## src/rtl/uart_pkg.sv

```systemverilog
// Shared types and helpers for the UART transmit arbiter slice.
// Holds the arbiter state encoding and the baud divisor calculation.
package uart_pkg;

    typedef enum logic [1:0] {
        IDLE      = 2'd0,
        LOAD      = 2'd1,
        WAIT_BUSY = 2'd2,
        WAIT_DONE = 2'd3
    } uart_arb_state_t;

    function automatic int uart_div(input int bus_clk, input int baud);
        return bus_clk / baud;
    endfunction

endpackage

```

## src/rtl/uart_baud_gen.sv

```systemverilog
// Free-running baud clock enable: one-cycle tick every DIV clocks, never paused.
// Tick is registered and fires in the cycle after the counter wraps from DIV-1.
module uart_baud_gen #(
    parameter int DIV = 2
) (
    input  logic clk,
    input  logic rst_n,
    output logic tick
);

    localparam int CW = $clog2(DIV);
    localparam logic [CW-1:0] LAST = CW'(DIV - 1);

    logic [CW-1:0] cnt;

    always_ff @(posedge clk or negedge rst_n) begin
        if (!rst_n) begin
            cnt  <= '0;
            tick <= 1'b0;
        end else begin
            tick <= (cnt == LAST);
            cnt  <= (cnt == LAST) ? '0 : cnt + CW'(1);
        end
    end

endmodule

```

## src/rtl/uart_tx_arbiter.sv

```systemverilog
// Round-robin share of one uart_tx among NUM_REQ byte sources; 1-cycle arbitration, one byte per grant.
// Sources hold req_valid until req_ready; UART_TX_ARB_LOCK_EN adds req_lock burst regrant.
module uart_tx_arbiter
    import uart_pkg::*;
#(
    parameter int NUM_REQ = 4,
    parameter int BUS_CLK = 10_000_000,
    parameter int BAUD    = 9600,
    localparam int IDW    = (NUM_REQ > 2) ? $clog2(NUM_REQ) : 1
) (
    input  logic                   clk,
    input  logic                   rst_n,
    input  logic [NUM_REQ-1:0]     req_valid,
    input  logic [NUM_REQ*8-1:0]   req_data,
    input  logic [NUM_REQ-1:0]     req_lock,
    output logic [NUM_REQ-1:0]     req_ready,
    output logic                   baud_tick,
    output logic                   uart_send,
    output logic [7:0]             uart_dout,
    input  logic                   uart_busy,
    output logic [IDW-1:0]         grant_id,
    output logic                   active
);

    localparam int DIV = uart_div(BUS_CLK, BAUD);

    uart_arb_state_t state;
    logic [7:0]      dat [NUM_REQ];
    logic [IDW-1:0]  nxt_id;
    logic [IDW-1:0]  cand;
    logic            any_vld;

    uart_baud_gen #(.DIV(DIV)) u_baud (
        .clk   (clk),
        .rst_n (rst_n),
        .tick  (baud_tick)
    );

    for (genvar i = 0; i < NUM_REQ; i++) begin : g_dat
        assign dat[i] = req_data[i*8 +: 8];
    end

    // Scan from farthest to nearest so the index closest after grant_id wins.
    always_comb begin
        nxt_id  = grant_id;
        any_vld = 1'b0;
        cand    = '0;
        for (int i = NUM_REQ; i >= 1; i--) begin
            cand = IDW'((int'(grant_id) + i) % NUM_REQ);
            if (req_valid[cand]) begin
                nxt_id  = cand;
                any_vld = 1'b1;
            end
        end
    end

    always_comb begin
        req_ready = '0;
        if (state == LOAD && baud_tick && req_valid[grant_id])
            req_ready[grant_id] = 1'b1;
    end

`ifndef UART_TX_ARB_LOCK_EN
    logic unused_lock;
    assign unused_lock = ^req_lock;
`endif

    always_ff @(posedge clk or negedge rst_n) begin
        if (!rst_n) begin
            state     <= IDLE;
            uart_send <= 1'b0;
            uart_dout <= '0;
            grant_id  <= IDW'(NUM_REQ - 1);
            active    <= 1'b0;
        end else begin
            case (state)
                IDLE: begin
                    if (any_vld) begin
                        grant_id  <= nxt_id;
                        uart_dout <= dat[nxt_id];
                        uart_send <= 1'b1;
                        active    <= 1'b1;
                        state     <= LOAD;
                    end
                end
                LOAD: begin
                    // A withdrawn request abandons the grant before uart_tx can sample send.
                    if (!req_valid[grant_id]) begin
                        uart_send <= 1'b0;
                        active    <= 1'b0;
                        state     <= IDLE;
                    end else if (baud_tick) begin
                        uart_send <= 1'b0;
                        state     <= WAIT_BUSY;
                    end
                end
                WAIT_BUSY: begin
                    if (uart_busy)
                        state <= WAIT_DONE;
                end
                WAIT_DONE: begin
                    if (!uart_busy) begin
`ifdef UART_TX_ARB_LOCK_EN
                        if (req_lock[grant_id] && req_valid[grant_id]) begin
                            uart_dout <= dat[grant_id];
                            uart_send <= 1'b1;
                            state     <= LOAD;
                        end else begin
                            active <= 1'b0;
                            state  <= IDLE;
                        end
`else
                        active <= 1'b0;
                        state  <= IDLE;
`endif
                    end
                end
                default: begin
                    uart_send <= 1'b0;
                    active    <= 1'b0;
                    state     <= IDLE;
                end
            endcase
        end
    end

endmodule

```

## config.mk

```make
export PLATFORM = sky130hd
export DESIGN_NAME = uart_tx_arbiter
export DESIGN_NICKNAME = d
export VERILOG_FILES = /design/src/rtl/uart_pkg.sv /design/src/rtl/uart_baud_gen.sv /design/src/rtl/uart_tx_arbiter.sv
export SDC_FILE = /design/constraint.sdc
export NUM_CORES = 1
export LEC_CHECK = 0
export ABC_AREA = 1
export CAP_MARGIN = 20
export CORE_ASPECT_RATIO = 1.1
export CORE_MARGIN = 2
export CORE_UTILIZATION = 50
export DETAILED_ROUTE_END_ITERATION = 8
export GPL_TIMING_DRIVEN = 0
export PLACE_DENSITY = 0.88
export SYNTH_ARGS = -nofsm -noshare
export SYNTH_HDL_FRONTEND = slang
export SYNTH_SLANG_ARGS = --single-unit
```

## constraint.sdc

```tcl
create_clock -name clk -period 4.8 [get_ports clk]
set_clock_uncertainty 0.05 [all_clocks]
set_input_delay 0.96 -clock clk [delete_from_list [all_inputs] [get_ports clk]]
set_output_delay 0.96 -clock clk [all_outputs]
set_load 0.02 [all_outputs]
```

==> metrics.cfg <==
[outcome]
run_status=finished clean

[yosys]
yosysWarnings=0
synth_top_area_frac=0.314
synth_most_common_cell=nand2_1
ys.flop_type=dfrtp_1
syn_area_per_cell_um2=7.04
ys_types=29
yosys.area.top_type=dfrtp_1
synth_edf_count=0
ys_seq_area_frac=0.341
synth_area_leaders=dfrtp_1 (31%), nand2_1 (14%), inv_1 (11%)
synthesis.nets=321
ys_ff_latch=26
syn_area_um2=1920
synthesis.instances=272
async_reset_ff_frac=1.00
synth_common_cells=nand2_1 (71), inv_1 (58), nand3_1 (42)

[timing]
fmax_mhz=248
drv_slew=0
finalCriticalPeriod_ps=4030
setup-violations-final=0
fin_setup_tns_ps=0
holdWs_ps=431
worst_pin_slew_ps=891
rsz0062_at_grt=false
relSlewSlack=0.401
min_period_over_period=0.841
hold_violations=0
setup_ws_ps=765

[cts]
holdBufCountCts=0
postCtsSetupRepairBufs=0
cts_max_level=1
cts_sinks=26
cts_tree=done
insertion_delay_ps=270
cts-root-buf=clkbuf_8
cts_buffers=3
cts_resized=0
cts_buffer_depth=2
cts.clk_slew.worst_paths_ps=80

[critical_path]
startpoint_type=primary input
rrSetupSlack_ps=2500
r2r-end=uart_dout[4]
r2r_start=grant_id[0]
reg2reg_depth=15
critPathArrivalTime_ps=3020
crit_path_max_fanout=5
worstSetupPathType=in2out
end_kind=primary output
cp-startpoint=req_valid[0]
worstPathRequired_ps=3790

[floorplan]
io_pins=60
rows=23
design.core.area_um2=3650
die_height_um=68.9
dieArea_um2=4340
floorplan.initialDensity=0.524
die_w_um=63.0

[placed_design]
hpwl_mm=3.51
gp_congestion=0.869
io_buffers=55
dp_slack_ps=743
dpl.cell_count=377

[routing]
drt_iter0_drc=49
detail-route-antenna-nets=0
viasPerCell=4.92
dr.pass1.iters=4
drt-wirelength-per-cell_um=11.5
drt_wl_total_mm=4.38
drcViolationCount=0
via_count=1879

[job]
maxCapViolCount=0

[global_routing]
grt_usage=0.218
gr-total-overflow=0
grt_pass1_vias=1802
grt_first_pass_wirelength_mm=7.65
grt_max_degree=27
antenna_found_initial=0

[final_layout]
final_nets=382
n_antenna_cell=0
syn_to_final_growth_pct=35.7
final_cells=382
layout-drive-gt1-share=0.123

[pwr]
powerDensity_nw_per_um2=636
peakVddDrop_mv=0.430
power.leakage_uw=0.00138

[min_path]
worstHoldStart=u_baud.cnt[0]
min_to=u_baud.cnt[0]
hold-path-cell-count=1
hp-class=reg2reg

layout make-up:
class                   instances  area [um^2]
plain buffers                   4         41.3
clock buffers                   4         55.1
fillers                       320         1060
inverters                      62          238
multi-input cells             180          983
flip-flops and latches         26          653
well taps                      50         62.6
repair buffers                 56          566
sequential cells by signal, indices dropped and copies added, names as in the netlist, named ones only:
register	cells
uart_dout	8
grant_id	2
state	1
u_baud.cnt	11
active	1
uart_send	1
u_baud.tick	1
critical path, stage by stage:
cell and delay [ps]:
clkdlybuf4s50_1 500, inv_1 60, nand2_2 70, nand2_1 70
nand2_1 60, nand2_1 50, nor3_1 280, nand2_1 200
nor2_1 160, clkdlybuf4s50_1 620
placed cells by master (no fill, tap or decap), drive strengths merged, types with 5 or more instances in the layout:
| master | instances |
|---|---|
| dfrtp | 24 |
| ha | 6 |
| nand2 | 84 |
| nand3 | 50 |
| xor2 | 7 |
| nor3 | 5 |
| nor2 | 12 |
| clkdlybuf4s50 | 55 |
| inv | 62 |
| o21ai | 6 |
| clkbuf | 5 |
per-layer routing:
layer | GRT usage | part of all wire | up-vias
li1 | - | - | 944
met1 | 0.244 | 0.42 | 887
met2 | 0.449 | 0.53 | 40
met3 | 0.0146 | 0.029 | 8
met4 | 0.0611 | 0.016 | 0
met5 | 0 | 0 | -
cells by family (layout without fill, tap and decap cells):
kind of cell / Yosys count / count (layout) / synth area share
and+or+nand+nor: 158 / 158 / 0.411
buffers and inverters: 66 / 126 / 0.146
AOI/OAI and AO/OA: 9 / 9 / 0.0313
adders and majority gates: 6 / 6 / 0.0392
DFF: 26 / 26 / 0.341
xor gates and xnor gates: 7 / 7 / 0.0320
worst max-delay path by stage:
| stage | end | slack, ps | cells past startpoint |
|---|---|---|---|
| after CTS | req_ready[0] | 740 | 10 |
| after floorplan | req_ready[0] | 1890 | 8 |
| after global placement | req_ready[1] | 890 | 10 |
| after global routing | req_ready[0] | 580 | 10 |
| after detailed placement | req_ready[0] | 740 | 10 |
| final | req_ready[0] | 770 | 10 |
where the power goes:
| part | leakage (uW) | internal (uW) | switching (uW) |
|---|---|---|---|
| combinational | 0.00103 | 449 | 735 |
| sequential | 0.000321 | 288 | 43.6 |
| clock | 0.0000288 | 73.3 | 64.4 |
stage by stage:
stage,power (uW),util,cell area (um^2)
final,1650,0.711,2600
after global routing,1790,0.711,2600
after CTS,1660,0.707,2580
after detailed placement,1520,0.692,2530
after global placement,1480,0.692,2530
after floorplan,1190,-,1920
No activity file was read; power rests on OpenSTA's default activity.
